<file path="config.mk">
export PLATFORM = sky130hd
export DESIGN_NAME = multicycle_control_flat
export DESIGN_NICKNAME = d
export VERILOG_FILES = /design/src/rtl/multicycle_control_if.sv /design/src/rtl/multicycle_control.sv /design/src/flat_wrapper.sv
export SDC_FILE = /design/constraint.sdc
export NUM_CORES = 1
export LEC_CHECK = 0
export BUFFER_PORTS_ARGS = -buffer_cell sky130_fd_sc_hd__buf_2
export CAP_MARGIN = 30
export CORE_MARGIN = 2
export CORE_UTILIZATION = 51
export CTS_CLUSTER_DIAMETER = 200
export DETAILED_ROUTE_END_ITERATION = 10
export PLACE_DENSITY = 0.8
export SLEW_MARGIN = 40
export SYNTH_ARGS = -nofsm -noshare
export SYNTH_HDL_FRONTEND = slang
export SYNTH_SLANG_ARGS = --single-unit
</file>
<file path="constraint.sdc">
create_clock -name clk -period 2.13 [get_ports clk]
set_input_delay 0.426 -clock clk [delete_from_list [all_inputs] [get_ports clk]]
set_output_delay 0.426 -clock clk [all_outputs]
set_load 0.05 [all_outputs]
</file>
<file path="src/rtl/multicycle_control_if.sv">
// ---------------------------------------------------------------------------
// multicycle_control_if
// Groups the controller's instruction inputs, memory handshake and datapath
// control outputs into one bundle.
//   master : the controller (drives strobes/selects, reads opcode/zero/ready)
//   slave  : the datapath/memory side (drives opcode/zero/ready)
// Signals:
//   opcode[6:0]  instruction opcode from the instruction register
//   zero         ALU zero flag
//   mem_ready    memory access completion
//   mem_req      memory request        mem_we     memory write
//   ir_we        IR/old-PC load        pc_we      PC write
//   pc_src       0=PC+4, 1=target      reg_we     register-file write
//   alu_src_b    0=rs2, 1=immediate    alu_op[1:0] 00 add, 01 sub, 10 funct
//   wb_sel[1:0]  00 ALU, 01 mem, 10 PC+4, 11 immediate
//   state[2:0]   current controller state (debug)
//   fault        sticky fault flag
// ---------------------------------------------------------------------------
interface multicycle_control_if;
    logic [6:0] opcode;
    logic       zero;
    logic       mem_ready;
    logic       mem_req;
    logic       mem_we;
    logic       ir_we;
    logic       pc_we;
    logic       pc_src;
    logic       reg_we;
    logic       alu_src_b;
    logic [1:0] alu_op;
    logic [1:0] wb_sel;
    logic [2:0] state;
    logic       fault;

    modport master (
        input  opcode, zero, mem_ready,
        output mem_req, mem_we, ir_we, pc_we, pc_src, reg_we,
               alu_src_b, alu_op, wb_sel, state, fault
    );

    modport slave (
        output opcode, zero, mem_ready,
        input  mem_req, mem_we, ir_we, pc_we, pc_src, reg_we,
               alu_src_b, alu_op, wb_sel, state, fault
    );
endinterface

</file>
<file path="src/rtl/multicycle_control.sv">
// ---------------------------------------------------------------------------
// multicycle_control
// Control FSM for a multicycle RISC-V style datapath. Sequences each
// instruction through FETCH -> DECODE -> EXEC -> [MEM] -> [WB] and guards
// every memory access with a wait-cycle watchdog that drops into a sticky
// FAULT state if memory never answers.
// Ports:
//   clk      system clock, all state changes on the rising edge
//   rst      synchronous active-high reset; also forces all strobes low
//   ctrlBus  multicycle_control_if.master (opcode/zero/mem_ready in,
//            strobes, selects, debug state and fault out)
// Parameter:
//   MAX_WAIT consecutive unanswered request cycles tolerated before FAULT
// ---------------------------------------------------------------------------
module multicycle_control #(
    parameter int MAX_WAIT = 15
) (
    input  logic                        clk,
    input  logic                        rst,
    multicycle_control_if.master        ctrlBus
);

    // Counter must hold at least MAX_WAIT and is never narrower than 4 bits.
    localparam int CW = ($clog2(MAX_WAIT + 1) < 4) ? 4 : $clog2(MAX_WAIT + 1);
    localparam logic [CW-1:0] WAIT_LAST = CW'(MAX_WAIT - 1);

    localparam logic [6:0] OP_R     = 7'b0110011;
    localparam logic [6:0] OP_I     = 7'b0010011;
    localparam logic [6:0] OP_LOAD  = 7'b0000011;
    localparam logic [6:0] OP_STORE = 7'b0100011;
    localparam logic [6:0] OP_BR    = 7'b1100011;
    localparam logic [6:0] OP_JAL   = 7'b1101111;
    localparam logic [6:0] OP_LUI   = 7'b0110111;

    typedef enum logic [2:0] {
        S_FETCH  = 3'd0,
        S_DECODE = 3'd1,
        S_EXEC   = 3'd2,
        S_MEM    = 3'd3,
        S_WB     = 3'd4,
        S_FAULT  = 3'd5
    } state_t;

    state_t          r_state;
    state_t          w_nextState;
    logic [6:0]      r_opcode;
    logic [CW-1:0]   r_waitCnt;
    logic            r_fault;

    logic            w_timeout;
    logic            w_memReq;
    logic            w_memWe;
    logic            w_irWe;
    logic            w_pcWe;
    logic            w_pcSrc;
    logic            w_regWe;
    logic            w_aluSrcB;
    logic [1:0]      w_aluOp;
    logic [1:0]      w_wbSel;

    function automatic logic isLegal(input logic [6:0] op);
        logic ok;
        ok = 1'b0;
        case (op)
            OP_R, OP_I, OP_LOAD, OP_STORE, OP_BR, OP_JAL, OP_LUI: ok = 1'b1;
            default: ok = 1'b0;
        endcase
        return ok;
    endfunction

    // The count reflects unanswered cycles already spent; if this cycle is
    // also unanswered it is the MAX_WAIT-th one and the watchdog trips.
    assign w_timeout = (r_waitCnt >= WAIT_LAST);

    // Next-state and output decode. Memory handshakes check mem_ready before
    // the watchdog so a response in the last allowed cycle still completes.
    always_comb begin
        w_nextState = r_state;
        w_memReq    = 1'b0;
        w_memWe     = 1'b0;
        w_irWe      = 1'b0;
        w_pcWe      = 1'b0;
        w_pcSrc     = 1'b0;
        w_regWe     = 1'b0;
        w_aluSrcB   = 1'b0;
        w_aluOp     = 2'b00;
        w_wbSel     = 2'b00;

        case (r_state)
            S_FETCH: begin
                w_memReq = 1'b1;
                if (ctrlBus.mem_ready) begin
                    w_irWe      = 1'b1;
                    w_pcWe      = 1'b1;
                    w_pcSrc     = 1'b0;
                    w_nextState = S_DECODE;
                end else if (w_timeout) begin
                    w_nextState = S_FAULT;
                end
            end

            S_DECODE: begin
                w_nextState = isLegal(ctrlBus.opcode) ? S_EXEC : S_FAULT;
            end

            S_EXEC: begin
                case (r_opcode)
                    OP_R: begin
                        w_aluSrcB   = 1'b0;
                        w_aluOp     = 2'b10;
                        w_nextState = S_WB;
                    end
                    OP_I: begin
                        w_aluSrcB   = 1'b1;
                        w_aluOp     = 2'b10;
                        w_nextState = S_WB;
                    end
                    OP_LOAD, OP_STORE: begin
                        w_aluSrcB   = 1'b1;
                        w_aluOp     = 2'b00;
                        w_nextState = S_MEM;
                    end
                    OP_BR: begin
                        w_aluOp     = 2'b01;
                        w_pcWe      = ctrlBus.zero;
                        w_pcSrc     = 1'b1;
                        w_nextState = S_FETCH;
                    end
                    OP_JAL: begin
                        w_regWe     = 1'b1;
                        w_wbSel     = 2'b10;
                        w_pcWe      = 1'b1;
                        w_pcSrc     = 1'b1;
                        w_nextState = S_FETCH;
                    end
                    OP_LUI: begin
                        w_nextState = S_WB;
                    end
                    default: begin
                        w_nextState = S_FAULT;
                    end
                endcase
            end

            S_MEM: begin
                w_memReq = 1'b1;
                w_memWe  = (r_opcode == OP_STORE);
                if (ctrlBus.mem_ready) begin
                    if (r_opcode == OP_STORE) begin
                        w_nextState = S_FETCH;
                    end else if (r_opcode == OP_LOAD) begin
                        w_nextState = S_WB;
                    end else begin
                        w_nextState = S_FAULT;
                    end
                end else if (w_timeout) begin
                    w_nextState = S_FAULT;
                end
            end

            S_WB: begin
                w_regWe = 1'b1;
                if (r_opcode == OP_LOAD) begin
                    w_wbSel = 2'b01;
                end else if (r_opcode == OP_LUI) begin
                    w_wbSel = 2'b11;
                end else begin
                    w_wbSel = 2'b00;
                end
                w_nextState = S_FETCH;
            end

            S_FAULT: begin
                w_nextState = S_FAULT;
            end

            default: begin
                w_nextState = S_FAULT;
            end
        endcase

        // Reset must silence every strobe in the same cycle it is seen.
        if (rst) begin
            w_memReq = 1'b0;
            w_memWe  = 1'b0;
            w_irWe   = 1'b0;
            w_pcWe   = 1'b0;
            w_regWe  = 1'b0;
        end
    end

    // State register, opcode latch, watchdog counter and sticky fault.
    // The opcode is captured on the DECODE cycle so later instruction-register
    // changes cannot alter EXEC/MEM/WB behaviour.
    always_ff @(posedge clk) begin
        if (rst) begin
            r_state   <= S_FETCH;
            r_opcode  <= 7'd0;
            r_waitCnt <= '0;
            r_fault   <= 1'b0;
        end else begin
            r_state <= w_nextState;
            if (r_state == S_DECODE) begin
                r_opcode <= ctrlBus.opcode;
            end
            if (w_nextState != r_state) begin
                r_waitCnt <= '0;
            end else if (w_memReq && !ctrlBus.mem_ready) begin
                r_waitCnt <= r_waitCnt + 1'b1;
            end else begin
                r_waitCnt <= '0;
            end
            r_fault <= (w_nextState == S_FAULT);
        end
    end

    assign ctrlBus.mem_req   = w_memReq;
    assign ctrlBus.mem_we    = w_memWe;
    assign ctrlBus.ir_we     = w_irWe;
    assign ctrlBus.pc_we     = w_pcWe;
    assign ctrlBus.pc_src    = w_pcSrc;
    assign ctrlBus.reg_we    = w_regWe;
    assign ctrlBus.alu_src_b = w_aluSrcB;
    assign ctrlBus.alu_op    = w_aluOp;
    assign ctrlBus.wb_sel    = w_wbSel;
    assign ctrlBus.state     = r_state;
    assign ctrlBus.fault     = r_fault;

endmodule

</file>
<file path="src/flat_wrapper.sv">
// flat-port wrapper written by rule: the top's interface ports become plain ports
module multicycle_control_flat 
#(
    parameter int MAX_WAIT = 15
)
  (clk, rst, ctrlBus_opcode, ctrlBus_zero, ctrlBus_mem_ready, ctrlBus_mem_req, ctrlBus_mem_we, ctrlBus_ir_we, ctrlBus_pc_we, ctrlBus_pc_src, ctrlBus_reg_we, ctrlBus_alu_src_b, ctrlBus_alu_op, ctrlBus_wb_sel, ctrlBus_state, ctrlBus_fault);
  multicycle_control_if ctrlBus_i ();
  input  logic clk;
  input  logic rst;
  input wire logic [$bits(ctrlBus_i.opcode)-1:0] ctrlBus_opcode;
  input wire logic [$bits(ctrlBus_i.zero)-1:0] ctrlBus_zero;
  input wire logic [$bits(ctrlBus_i.mem_ready)-1:0] ctrlBus_mem_ready;
  output wire logic [$bits(ctrlBus_i.mem_req)-1:0] ctrlBus_mem_req;
  output wire logic [$bits(ctrlBus_i.mem_we)-1:0] ctrlBus_mem_we;
  output wire logic [$bits(ctrlBus_i.ir_we)-1:0] ctrlBus_ir_we;
  output wire logic [$bits(ctrlBus_i.pc_we)-1:0] ctrlBus_pc_we;
  output wire logic [$bits(ctrlBus_i.pc_src)-1:0] ctrlBus_pc_src;
  output wire logic [$bits(ctrlBus_i.reg_we)-1:0] ctrlBus_reg_we;
  output wire logic [$bits(ctrlBus_i.alu_src_b)-1:0] ctrlBus_alu_src_b;
  output wire logic [$bits(ctrlBus_i.alu_op)-1:0] ctrlBus_alu_op;
  output wire logic [$bits(ctrlBus_i.wb_sel)-1:0] ctrlBus_wb_sel;
  output wire logic [$bits(ctrlBus_i.state)-1:0] ctrlBus_state;
  output wire logic [$bits(ctrlBus_i.fault)-1:0] ctrlBus_fault;
  assign ctrlBus_i.opcode = ctrlBus_opcode;
  assign ctrlBus_i.zero = ctrlBus_zero;
  assign ctrlBus_i.mem_ready = ctrlBus_mem_ready;
  assign ctrlBus_mem_req = ctrlBus_i.mem_req;
  assign ctrlBus_mem_we = ctrlBus_i.mem_we;
  assign ctrlBus_ir_we = ctrlBus_i.ir_we;
  assign ctrlBus_pc_we = ctrlBus_i.pc_we;
  assign ctrlBus_pc_src = ctrlBus_i.pc_src;
  assign ctrlBus_reg_we = ctrlBus_i.reg_we;
  assign ctrlBus_alu_src_b = ctrlBus_i.alu_src_b;
  assign ctrlBus_alu_op = ctrlBus_i.alu_op;
  assign ctrlBus_wb_sel = ctrlBus_i.wb_sel;
  assign ctrlBus_state = ctrlBus_i.state;
  assign ctrlBus_fault = ctrlBus_i.fault;
  multicycle_control #(.MAX_WAIT(MAX_WAIT)) u_core (.clk(clk), .rst(rst), .ctrlBus(ctrlBus_i));
endmodule
</file>
; Word level (Yosys, flattened, before mapping)
; Cells that the tools add are included.
[totals]
register_bits = 15
out_inout_bits = 15
[op_classes]
add_sub_neg = 1
n_lt_le_gt_ge = 1
eq_ne = 20
n_mux = 33
bitwise_logic = 1
reduce_logical = 11
[op_table]
columns = cell, n
row1 = $eq 7x6->1 const B, 6
row2 = $eq 7x7->1 const B, 4
row3 = $mux 1, 17
row4 = $mux 3, 5
row5 = $pmux 3 s5, 1
row6 = $eq 7x2->1 const B, 2
row7 = $eq 7x5->1 const B, 2
row8 = $pmux 3 s3, 1
row9 = $reduce_or 3->1, 3
row10 = $mux 2, 4
row11 = $pmux 2 s2, 2
row12 = $reduce_or 2->1, 4
row13 = $reduce_or 7->1, 1
row14 = $eq 3x2->1 const B, 2
row15 = $eq 3x3->1 const B, 2
row16 = $pmux 1 s2, 3
row17 = $add 4x1->4 const B, 1
row18 = $ge 4x4->1 const B, 1
row19 = $eq 3x1->1 const B, 1
row20 = $logic_not 3->1, 1
row21 = $ne 3x3->1, 1
row22 = $logic_and 1x1->1, 1
row23 = $logic_not 1->1, 1
row24 = $not 1->1, 1

; Longest topological paths before layout
; Gate-level depths: netlist of run 1.
[logic_depth]
depth_word = 8
ltp_mapped = 7
mapped_depth_nobuf = 7

; Worst setup path before layout of run 1
; OpenSTA, ideal clock, no wires.
[synth_timing]
path_type = reg-to-output
start = register u_core.r_state[2], in the netlist u_core.ctrlBus.state[2]
end = output ctrlBus_wb_sel[0]
arrival_time_ps = 3469
required_time_ps = 1704
path_slack_ps = -1765
path_stages_with_launch = 4
path_buffers = 1
cell_sequence = dfxtp_1 > buf_2 > nand2_1 > a2111oi_0
[synth_between]
elab_chain_cells = 2
[synth_lines]
columns = item, line
row1 = start: declaration, multicycle_control.sv:44  ; state_t r_state;
row2 = start signal: assignment, multicycle_control.sv:202  ; r_state <= w_nextState;
row3 = $eq 3x3->1 / $eq 3x2->1 (equally long branches), multicycle_control.sv:89  ; case (r_state)
row4 = $pmux 2 s2 (*), multicycle_control.sv:89
row5 = end: declaration, flat_wrapper.sv:21  ; output wire logic [$bits(ctrlBus_i.wb_sel)-1:0] ctrlBus_wb_sel;
; Every way passes the cells marked *; elsewhere a longest branch is shown, timed or not.

; Worst setup path after layout of run 1
[layout_timing]
start = register u_core.r_opcode[4]
end = output ctrlBus_wb_sel[1]
[layout_between]
elab_chain_cells = 4
[layout_lines]
columns = item, line
row1 = start: declaration, multicycle_control.sv:46  ; logic [6:0] r_opcode;
row2 = start signal: assignment, multicycle_control.sv:204  ; r_opcode <= ctrlBus.opcode;
row3 = $eq 7x6->1, multicycle_control.sv:165  ; end else if (r_opcode == OP_LUI) begin
row4 = $mux 2, multicycle_control.sv:165
row5 = $mux 2, multicycle_control.sv:163  ; if (r_opcode == OP_LOAD) begin
row6 = $pmux 2 s2 (*), multicycle_control.sv:89
; Marked as above.

==> results.rst, run 1 <==
.. list-table::
   :header-rows: 1

   * - Metric
     - Value
   * - Number of endpoints failing setup at the final stage
     - 0
   * - Area of the die
     - 2274 sq um
   * - Leakage
     - 0.5231 nW
   * - Boundary Pins
     - 26
   * - Setup repair after global routing missed its margin
     - yes
   * - Post-Synthesis Net Count
     - 135
   * - Width of the chip
     - 47.69 um
   * - Time the final worst path needs with I/O delays and setup
     - 2.082 ns
   * - Overall overflow remaining after global route
     - 0
   * - Final count of pins violating max slew
     - 0
   * - Worst setup slack after placement
     - 0.1805 ns
   * - Worst hold slack across all endpoints
     - 0.4082 ns
   * - H-tree levels
     - 1
   * - Vias per cell
     - 5.773
   * - Antenna-violating nets left
     - 0
   * - Final clock skew
     - 0.003046 ns
   * - FMAX
     - 0.4802 GHz
   * - Highest net fanout along the worst path
     - 4
   * - Maximum number of pins on one net before global-route repair
     - 16
   * - Clock buffer depth
     - 2
   * - Die outline height
     - 47.69 um
   * - Number of vias after detailed routing
     - 1016
   * - Outcome
     - completed
   * - Core region area
     - 1764 sq um
   * - Post-detail-place hpwl
     - 1.854 mm
   * - Synth Register Bits
     - 15
   * - Post-CTS clock slew at the launch and capture registers of the worst setup and hold paths
     - 0.08 ns
   * - Rows
     - 15
   * - Final Instance Area
     - 1321 sq um
   * - Worst rel slew slack
     - 72.66%
   * - Crit path kind
     - reg -> out
   * - Total number of yosys warnings
     - 0
   * - Number of buffers added by the clock tree synthesis step
     - 3
   * - First-pass GRT wire length
     - 3.850 mm
   * - Drt pass-1 iters
     - 4
   * - Netlist cell types
     - 47
   * - DRC violations left
     - 0
   * - Clock tree from TritonCTS
     - done
   * - Power per unit of standard cell area
     - 964.7 nW/um^2
   * - Synth Flop Type
     - sky130_fd_sc_hd__dfxtp_1
   * - Via count of the first global-routing pass
     - 862
   * - Cell count after synthesis
     - 122
   * - Combined area of all synthesized cells
     - 973.4 sq um
   * - Data arrival, critical path
     - 1.66 ns
   * - Wire length per cell after detailed routing
     - 13.72 um
   * - Async S/R FF share, synth
     - 0%
   * - Transition at the pin with the smallest max-transition slack
     - 0.4100 ns
   * - Port Buffer Count
     - 25
   * - Crit share post-route
     - 97.77%
   * - Initial antenna violation count
     - 0
   * - Starting Density
     - 55.18%
   * - Diode count
     - 0
   * - WL final
     - 2.414 mm
   * - Final-stage net count
     - 165
   * - Setup TNS after final layout
     - 0 ns
   * - Synthesis-to-layout area growth
     - 35.73%
   * - Post-synth EDFFs
     - 0
   * - Number of hold violations in the final report
     - 0
   * - Peak ir drop on the vdd network
     - 0.9336 mV
   * - Register area share after synthesis
     - 30.85%
   * - Placed inst area
     - 1225 sq um
   * - Final worst-path setup slack
     - 0.04751 ns
   * - Clock Root Buffer
     - sky130_fd_sc_hd__clkbuf_4
   * - Path class of the lowest-slack min-delay path
     - in -> reg
   * - Share of layout cells above drive strength 1
     - 41.06%
   * - Routability cong.
     - 0.8710
   * - Number of max-cap violations
     - 0
   * - Starting DRC count in detailed routing
     - 19
   * - Tot Pwr
     - 1.275 mW
   * - Clk Latency, worst-skew pair
     - 0.27 ns
   * - Syn_area_per_cell
     - 7.979 sq um
   * - Crit path capture type
     - primary output
   * - Cts hold-fix bufs
     - 0
   * - Total number of clock tree sinks
     - 15
   * - Kind of start point of the critical path
     - flop
   * - Data required time at the worst endpoint
     - 1.70 ns
   * - Global-route usage over all layers
     - 23.73%
==> area by class of cell <==
type                       instances  area [sq um]
clock buffer                       4         26.28
fill                             141         442.9
inverter                           4         15.01
multi-input combinational         95         724.4
sequential                        15         317.8
tap                               25         31.28
timing repair buffer              33         206.4
==> cells in the final DEF (no fill, tap or decap), types with 2 or more instances in the layout <==
| cell type | count |
|---|---|
| sky130_fd_sc_hd__clkbuf_4 | 4 |
| sky130_fd_sc_hd__mux2i_1 | 6 |
| sky130_fd_sc_hd__dfxtp_4 | 3 |
| sky130_fd_sc_hd__buf_2 | 21 |
| sky130_fd_sc_hd__a21oi_1 | 5 |
| sky130_fd_sc_hd__ha_1 | 2 |
| sky130_fd_sc_hd__a21oi_2 | 3 |
| sky130_fd_sc_hd__nor2_1 | 17 |
| sky130_fd_sc_hd__nor3_1 | 2 |
| sky130_fd_sc_hd__a22oi_1 | 2 |
| sky130_fd_sc_hd__nand3b_1 | 2 |
| sky130_fd_sc_hd__dfxtp_1 | 7 |
| sky130_fd_sc_hd__and4_1 | 2 |
| sky130_fd_sc_hd__dfxtp_2 | 5 |
| sky130_fd_sc_hd__buf_6 | 3 |
| sky130_fd_sc_hd__inv_1 | 4 |
| sky130_fd_sc_hd__nand2_1 | 11 |
| sky130_fd_sc_hd__nor3_2 | 2 |
| sky130_fd_sc_hd__nand3_1 | 4 |
| sky130_fd_sc_hd__buf_4 | 8 |
| sky130_fd_sc_hd__nor4_4 | 2 |
==> cells in the mapped netlist (2+ instances only) <==
cell type | number | area share [%]
sky130_fd_sc_hd__nand3_1 | 4 | 2.1
sky130_fd_sc_hd__mux2i_1 | 6 | 6.2
sky130_fd_sc_hd__nand3b_1 | 2 | 1.5
sky130_fd_sc_hd__or3_1 | 2 | 1.3
sky130_fd_sc_hd__and4_1 | 2 | 1.8
sky130_fd_sc_hd__nor3b_1 | 2 | 1.5
sky130_fd_sc_hd__nor3_1 | 3 | 1.5
sky130_fd_sc_hd__a21oi_1 | 7 | 3.6
sky130_fd_sc_hd__nand2b_1 | 2 | 1.3
sky130_fd_sc_hd__ha_1 | 2 | 2.6
sky130_fd_sc_hd__clkbuf_1 | 2 | 0.77
sky130_fd_sc_hd__nor2b_1 | 2 | 1.3
sky130_fd_sc_hd__a22oi_1 | 2 | 1.5
sky130_fd_sc_hd__buf_2 | 4 | 2.1
sky130_fd_sc_hd__inv_1 | 4 | 1.5
sky130_fd_sc_hd__nor2_1 | 17 | 6.6
sky130_fd_sc_hd__nand2_1 | 12 | 4.6
sky130_fd_sc_hd__nor4_1 | 3 | 1.9
sky130_fd_sc_hd__a2111oi_0 | 2 | 1.8
sky130_fd_sc_hd__dfxtp_1 | 15 | 31
==> worst max-delay path, stage by stage (launching register included) <==
cell                       delay, ns
sky130_fd_sc_hd__dfxtp_1        0.32
sky130_fd_sc_hd__nand3b_1       0.25
sky130_fd_sc_hd__nor4_4         0.32
sky130_fd_sc_hd__a21oi_1        0.16
sky130_fd_sc_hd__nor2b_4        0.12
sky130_fd_sc_hd__clkbuf_4       0.22
==> repair_timing <==
item	4_1_cts	5_1_grt
gates resized for setup	14	5
buffers inserted	0	2
pin swaps	1	7
setup endpoints to repair	6	9
==> cells by family after synthesis <==
| family | count (synthesis) | share of synthesized area [%] |
|---|---|---|
| multiplexers | 6 | 6.170 |
| XOR/XNOR | 2 | 1.800 |
| flip-flops | 15 | 30.85 |
| buffers and inverters | 12 | 6.040 |
| adder cells (fa/ha/maj) | 2 | 2.570 |
| AND/OR/NAND/NOR | 60 | 32.65 |
| AO/OA/AOI/OAI | 25 | 19.92 |
==> routing by layer <==
metal / track usage (%) / share of wire, %
met1: 31.58 / 46
met4: 10.81 / 1.9
met3: 2.264 / 3.2
met5: 0 / 0
met2: 38.67 / 49
==> power by group <==
group	switching (mW)	internal, mW	leakage, nW
clock network	0.0814	0.0724	0.0150
logic	0.382	0.267	0.381
registers	0.121	0.351	0.127
==> per-stage QoR <==
stage | util [%] | instances
final | 74.89 | 176
after detailed placement | 69.43 | 170
after floorplan | - | 122
after global routing | 74.89 | 176
after CTS | 73.26 | 174
after global placement | 69.43 | 170
==> final timing paths <==
check                 startpoint                      end  slack, ns  depth (start not counted)
min            ctrlBus_opcode[6]       u_core.r_opcode[6]       0.41                          3
max reg2reg  u_core.r_waitCnt[0]  u_core.ctrlBus.state[1]       0.43                          6
max           u_core.r_opcode[4]        ctrlBus_wb_sel[1]       0.05                          5
min reg2reg  u_core.r_waitCnt[0]      u_core.r_waitCnt[0]       0.48                          1
==> sequential cells by signal, indices dropped and copies added, names as in the netlist <==
name / count
u_core.ctrlBus.fault: 1
u_core.r_waitCnt: 4
u_core.ctrlBus.state: 3
u_core.r_opcode: 7
No activity file was read; power rests on OpenSTA's default activity.
==> inputs of run 2 (changes only) <==
--- a/config.mk
+++ b/config.mk
@@ -5,13 +5,15 @@
 export SDC_FILE = /design/constraint.sdc
 export NUM_CORES = 1
 export LEC_CHECK = 0
+export ABC_AREA = 1
 export BUFFER_PORTS_ARGS = -buffer_cell sky130_fd_sc_hd__buf_2
 export CAP_MARGIN = 30
+export CORE_ASPECT_RATIO = 0.5
 export CORE_MARGIN = 2
-export CORE_UTILIZATION = 51
+export CORE_UTILIZATION = 30
 export CTS_CLUSTER_DIAMETER = 200
 export DETAILED_ROUTE_END_ITERATION = 10
-export PLACE_DENSITY = 0.8
+export PLACE_DENSITY = 0.52
 export SLEW_MARGIN = 40
 export SYNTH_ARGS = -nofsm -noshare
 export SYNTH_HDL_FRONTEND = slang
==> results.rst, run 2 <==
.. list-table::
   :header-rows: 1

   * - Metric
     - Value
   * - Outcome
     - completed
   * - Proportion of synthesized area in mux cells
     - 0%
   * - Cts hold-fix bufs
     - 0
   * - Footprint of the multi-input gates
     - 629.4 sq um
   * - Adder-cell share of the synthesized area
     - 2.528%
   * - Clock Root Buffer
     - sky130_fd_sc_hd__clkbuf_8
   * - Width of the chip
     - 85.23 um
   * - Power per unit of standard cell area
     - 819.5 nW/um^2
   * - Total number of clock tree sinks
     - 15
   * - Number of max-cap violations
     - 0
   * - Overall overflow remaining after global route
     - 0
   * - Clock tree from TritonCTS
     - done
   * - Maximum number of pins on one net before global-route repair
     - 10
   * - Crit path capture type
     - primary output
   * - Complex-gate fraction of the synthesized area
     - 14.03%
   * - Post-detail-place hpwl
     - 1.979 mm
   * - Setup repair after global routing missed its margin
     - no
   * - Placed inst area
     - 1209 sq um
   * - Synth Flop Type
     - sky130_fd_sc_hd__dfxtp_1
   * - Data arrival, critical path
     - 1.59 ns
   * - Clk Latency, worst-skew pair
     - 0.25 ns
   * - Placed Instances
     - 223
   * - Port Buffer Count
     - 25
   * - Syn_area_per_cell
     - 6.264 sq um
   * - Worst setup slack after placement
     - 0.3361 ns
   * - Final count of pins violating max slew
     - 0
   * - Die outline height
     - 44.62 um
   * - Combined area of all synthesized cells
     - 989.7 sq um
   * - Initial antenna violation count
     - 0
   * - Netlist cell types
     - 24
   * - Share of synthesized cell area in and, or, nand and nor gates
     - 40.83%
   * - Post-CTS clock slew at the launch and capture registers of the worst setup and hold paths
     - 0.06 ns
   * - Global-route usage over all layers
     - 13.73%
   * - Leakage
     - 0.6390 nW
   * - Library cell with the largest summed area after synthesis
     - sky130_fd_sc_hd__dfxtp_1
   * - First-pass GRT wire length
     - 4.029 mm
   * - Boundary Pins
     - 26
   * - Antenna-violating nets left
     - 0
   * - Post-Synthesis Net Count
     - 171
   * - Number of buffers added by the clock tree synthesis step
     - 3
   * - WL final
     - 2.358 mm
   * - Register cell area after layout
     - 301.5 sq um
   * - Crit share post-route
     - 94.53%
   * - Xor-xnor portion of the synthesized cell area
     - 1.770%
   * - FMAX
     - 0.4966 GHz
   * - Data required time at the worst endpoint
     - 1.70 ns
   * - Rows
     - 14
   * - Starting Density
     - 32.29%
   * - Combinational family with the most area after synthesis
     - simple AND/OR/NAND/NOR gates
   * - Area of the die
     - 3803 sq um
   * - Share of Yosys cell area claimed by the top area cell type
     - 30.34%
   * - Final worst-path setup slack
     - 0.1165 ns
   * - Synth top area cells
     - sky130_fd_sc_hd__dfxtp_1 30%, sky130_fd_sc_hd__nand2_1 14%, sky130_fd_sc_hd__nor2_1 9.1%
   * - Starting DRC count in detailed routing
     - 41
   * - Wire length per cell after detailed routing
     - 10.39 um
   * - Transition at the pin with the smallest max-transition slack
     - 0.3926 ns
   * - Synthesis-to-layout area growth
     - 27.43%
   * - Register area share after synthesis
     - 30.34%
   * - Number of vias after detailed routing
     - 1051
   * - Via count of the first global-routing pass
     - 908
   * - Tot Pwr
     - 1.034 mW
   * - Share of layout cells above drive strength 1
     - 28.88%
   * - Path class of the lowest-slack min-delay path
     - in -> reg
   * - Highest net fanout along the worst path
     - 7
   * - Async S/R FF share, synth
     - 0%
   * - Final Instance Area
     - 1261 sq um
   * - Routability cong.
     - 0.8090
   * - Post-synth EDFFs
     - 0
   * - Cell count after synthesis
     - 158
   * - Worst rel slew slack
     - 73.74%
   * - Number of standard cells in the layout, taps in and fillers out
     - 227
   * - Clock buffer depth
     - 2
   * - Final-stage net count
     - 201
   * - Most frequent cell after synthesis
     - sky130_fd_sc_hd__nand2_1
   * - H-tree levels
     - 1
   * - Most frequent standard cell in the layout excluding fill and tap cells
     - sky130_fd_sc_hd__nand2_1
   * - Core region area
     - 3065 sq um
   * - Crit path kind
     - reg -> out
   * - Largest register by flop count
     - u_core.r_opcode
   * - DRC violations left
     - 0
   * - Diode count
     - 0
   * - Most instantiated cells after synthesis
     - 37 x sky130_fd_sc_hd__nand2_1, 24 x sky130_fd_sc_hd__nor2_1, 20 x sky130_fd_sc_hd__inv_1
   * - Vias per cell
     - 4.630
   * - Number of endpoints failing setup at the final stage
     - 0
   * - Synth Register Bits
     - 15
   * - Commonest cells after routing, fill and taps aside
     - 37 x sky130_fd_sc_hd__nand2_1, 24 x sky130_fd_sc_hd__nor2_1, 24 x sky130_fd_sc_hd__buf_2
   * - Number of fill cells in the layout
     - 324
   * - Drt pass-1 iters
     - 4
   * - Number of hold violations in the final report
     - 0
   * - Peak ir drop on the vdd network
     - 0.3280 mV
   * - Kind of start point of the critical path
     - flop
   * - Final clock skew
     - 0.0008580 ns
   * - Total number of yosys warnings
     - 0
   * - Time the final worst path needs with I/O delays and setup
     - 2.014 ns
   * - Setup TNS after final layout
     - 0 ns
   * - Max reg flops
     - 7
-- run 2: changes by cell type in the layout (fill, tap and decap cells not counted), sizes merged, moves of 6 or more --
| cell | before | now |
|---|---|---|
| o21ai | 1 | 9 |
| mux2i | 6 | 0 |
| nand2 | 12 | 39 |
| nand3 | 4 | 10 |
| buf | 32 | 26 |
| nor2 | 17 | 29 |
| a21oi | 8 | 15 |
| inv | 4 | 26 |
-- run 2: what timing repair did --
item,in CTS,in global routing
hold endpoints to repair,0,0
resized for setup,0,3
buffers inserted,0,0
endpoints found under the setup margin,0,1
-- run 2: cells by family (layout without fill, tap and decap cells) --
logic type	after synthesis	after routing
buf+inv	27	56
simple gates	86	86
fa+ha+maj	2	2
xor+xnor	2	2
flops	15	15
compound gates	26	26
-- run 2: through the flow --
stage	utilization (%)	hold slack (ns)
global placement	39.43	0.4519
detailed placement	39.43	0.4582
finish	41.14	0.4156
floorplan	-	0.4297
global route	41.14	0.4553
CTS	40.90	0.4169
-- run 2: path summary, 6_finish.rpt --
check | depth (start not counted) | endpoint | startpoint | slack, ns
worst max-delay path | 3 | ctrlBus_mem_req | u_core.ctrlBus.state[0] | 0.12
worst min-delay path | 3 | u_core.r_opcode[0] | ctrlBus_opcode[0] | 0.42
worst max register to register | 10 | u_core.r_waitCnt[1] | u_core.r_opcode[1] | 0.43
worst min register to register | 1 | u_core.r_waitCnt[0] | u_core.r_waitCnt[0] | 0.46
-- run 2: per-layer routing --
metal | global-route usage [%] | vias to the layer above | wire length [um]
met5 | 0 | - | 0
met4 | 3.810 | 0 | 19
met3 | 4.851 | 2 | 120
met2 | 20.16 | 18 | 996
met1 | 19.15 | 471 | 1221
li1 | - | 560 | -
-- run 2: final cells by class --
class                           count  share of cell area (%)
Tap cell                           40                   3.968
Timing Repair Buffer               26                   10.71
Clock buffer                        4                   3.571
Multi-Input combinational cell    116                   49.90
Sequential cell                    15                   23.91
Inverter                           26                   7.937
-- run 2: power by group --
group          internal [mW]  switching, mW
logic                  0.124          0.297
registers              0.330         0.0497
clock network          0.132         0.0995
-- run 2: worst max-delay path: stages, from the launching register on --
cell and delay, ns:
sky130_fd_sc_hd__dfxtp_1 0.51, sky130_fd_sc_hd__nand3_1 0.31, sky130_fd_sc_hd__a21oi_4 0.24, sky130_fd_sc_hd__buf_2 0.28
==> inputs of run 3 (changes only) <==
--- a/config.mk
+++ b/config.mk
@@ -8,8 +8,7 @@
 export ABC_AREA = 1
 export BUFFER_PORTS_ARGS = -buffer_cell sky130_fd_sc_hd__buf_2
 export CAP_MARGIN = 30
-export CORE_ASPECT_RATIO = 0.5
-export CORE_MARGIN = 2
+export CORE_MARGIN = 3
 export CORE_UTILIZATION = 30
 export CTS_CLUSTER_DIAMETER = 200
 export DETAILED_ROUTE_END_ITERATION = 10
==> results.rst, run 3 (synthesis results as in run 2) <==
.. list-table::
   :header-rows: 1

   * - Metric
     - Value
   * - Outcome
     - completed
   * - Worst Path Buf+Inv
     - 1
   * - Port Buffer Count
     - 25
   * - Leakage
     - 0.6318 nW
   * - Reg-to-reg setup timing slack
     - 0.48 ns
   * - Setup repair after global routing missed its margin
     - no
   * - Most common cell on crit path
     - sky130_fd_sc_hd__nand2_1
   * - First-pass GRT wire length
     - 4.181 mm
   * - Initial antenna violation count
     - 0
   * - Transition at the pin with the smallest max-transition slack
     - 0.3992 ns
   * - Final Instance Area
     - 1264 sq um
   * - Overall overflow remaining after global route
     - 0
   * - Post-CTS clock slew at the launch and capture registers of the worst setup and hold paths
     - 0.08 ns
   * - WL final
     - 2.449 mm
   * - Starting DRC count in detailed routing
     - 69
   * - Worst hold path startpoint
     - ctrlBus_opcode[1]
   * - Top Layer Used
     - met4
   * - Path class of the lowest-slack min-delay path
     - in -> reg
   * - Clk Latency, worst-skew pair
     - 0.28 ns
   * - Slowest library cell on the worst path
     - sky130_fd_sc_hd__dfxtp_1
   * - Final clock skew
     - 0.001782 ns
   * - Core region area
     - 3103 sq um
   * - Cell family with most CP delay
     - simple AND/OR/NAND/NOR gates
   * - Boundary Pins
     - 26
   * - Number of fill cells in the layout
     - 369
   * - Antenna-violating nets left
     - 0
   * - Detail Route met2 WL
     - 1.026 mm
   * - Crit share post-route
     - 92.69%
   * - Clock tree from TritonCTS
     - done
   * - Launching point of the worst reg2reg path
     - u_core.r_opcode[0]
   * - Highest net fanout along the worst path
     - 4
   * - Crit path capture type
     - primary output
   * - Via count of the first global-routing pass
     - 962
   * - Peak ir drop on the vdd network
     - 0.2584 mV
   * - Data required time at the worst endpoint
     - 1.70 ns
   * - Worst setup slack after placement
     - 0.3669 ns
   * - Die outline height
     - 63.44 um
   * - Total number of clock tree sinks
     - 15
   * - Max reg flops
     - 7
   * - Area of the die
     - 4024 sq um
   * - Met3 wire length
     - 117 um
   * - Crit path kind
     - reg -> out
   * - CP startpoint
     - u_core.r_opcode[0]
   * - Commonest cells after routing, fill and taps aside
     - 37 x sky130_fd_sc_hd__nand2_1, 24 x sky130_fd_sc_hd__nor2_1, 22 x sky130_fd_sc_hd__buf_2
   * - Largest register by flop count
     - u_core.r_opcode
   * - Diode count
     - 0
   * - H-tree levels
     - 1
   * - Worst rel slew slack
     - 73.30%
   * - FMAX
     - 0.5065 GHz
   * - Most frequent standard cell in the layout excluding fill and tap cells
     - sky130_fd_sc_hd__nand2_1
   * - Number of vias after detailed routing
     - 1040
   * - Wire length per cell after detailed routing
     - 10.60 um
   * - Number of max-cap violations
     - 0
   * - Power per unit of standard cell area
     - 770.3 nW/um^2
   * - Clock Root Buffer
     - sky130_fd_sc_hd__clkbuf_4
   * - Kind of start point of the critical path
     - flop
   * - Maximum number of pins on one net before global-route repair
     - 10
   * - Number of hold violations in the final report
     - 0
   * - Placed inst area
     - 1214 sq um
   * - Vias per cell
     - 4.502
   * - DRC violations left
     - 0
   * - Drt pass-1 iters
     - 4
   * - Global-route usage over all layers
     - 12.73%
   * - Width of the chip
     - 63.44 um
   * - Stage delay of the slowest cell on the critical path
     - 0.33 ns
   * - Share of layout cells above drive strength 1
     - 29.41%
   * - Number of buffers added by the clock tree synthesis step
     - 3
   * - Time the final worst path needs with I/O delays and setup
     - 1.974 ns
   * - Final count of pins violating max slew
     - 0
   * - Synthesis-to-layout area growth
     - 27.69%
   * - Starting Density
     - 31.90%
   * - Clock buffer depth
     - 2
   * - Post-detail-place hpwl
     - 2.031 mm
   * - Wire length on met1
     - 1.263 mm
   * - Routability cong.
     - 0.8310
   * - Data arrival, critical path
     - 1.55 ns
   * - Fraction of the core area covered by cells at the end of the flow
     - 40.73%
   * - Final-stage net count
     - 201
   * - Setup repair bufs after CTS
     - 0
   * - Critical-path cell list
     - nand2_1, nor2_1, nand2_1, a21oi_2, o211ai_1, o21ai_2, buf_6
   * - Rows
     - 20
   * - Final worst-path setup slack
     - 0.1557 ns
   * - Number of endpoints failing setup at the final stage
     - 0
==> run 3: changes by cell type in the layout (fill, tap and decap cells not counted), sizes merged <==
| cell | change |
|---|---|
| clkbuf | +1 |
| buf | -1 |
==> run 3: area by class of cell <==
class / instances / area (sq um) / area share (%)
tap: 44 / 55.05 / 4.356
multi-input combinational: 116 / 634.4 / 50.20
timing repair buffer: 26 / 143.9 / 11.39
clock buffer: 4 / 26.28 / 2.079
inverter: 26 / 100.1 / 7.921
sequential: 15 / 304.0 / 24.06
==> run 3: final timing paths <==
kind | cells after the start | end
min reg2reg | 1 | u_core.r_waitCnt[0]
max | 7 | ctrlBus_pc_we
max reg2reg | 10 | u_core.r_waitCnt[1]
min | 3 | u_core.r_opcode[1]
==> run 3: stage by stage <==
stage	total power, mW	std cells	setup TNS [ns]	hold slack, ns
after floorplan	0.7148	158	-0.2748	0.4297
after global placement	0.8067	227	0	0.4500
after detailed placement	0.8081	227	0	0.4541
after CTS	0.9754	231	0	0.3707
after global routing	1.045	231	0	0.3981
final	0.9734	231	0	0.3790
==> run 3: report_power, final <==
part | internal [mW] | leakage [nW] | switching [mW]
Clock | 0.0728 | 0.0150 | 0.0908
Combinational | 0.127 | 0.493 | 0.303
Sequential | 0.329 | 0.124 | 0.0516
Total | 0.529 | 0.632 | 0.445
==> run 3: repair_timing <==
action                                  4_1_cts  5_1_grt
hold buffers                                  0        0
hold endpoints to repair                      0        0
resized for setup                             0        9
endpoints found under the setup margin        0        4
==> run 3: worst min-delay path, delay by kind of cell <==
kind | cells | cell delay, ns
buffers and inverters | 1 | 0.09
AND/OR/NAND/NOR | 2 | 0.12
==> run 3: metal layers <==
metal | GRT usage [%] | vias to the layer above
met1 | 17.12 | 449
li1 | - | 563
met3 | 3.209 | 4
met4 | 4.852 | 0
met2 | 19.43 | 24
met5 | 0 | -
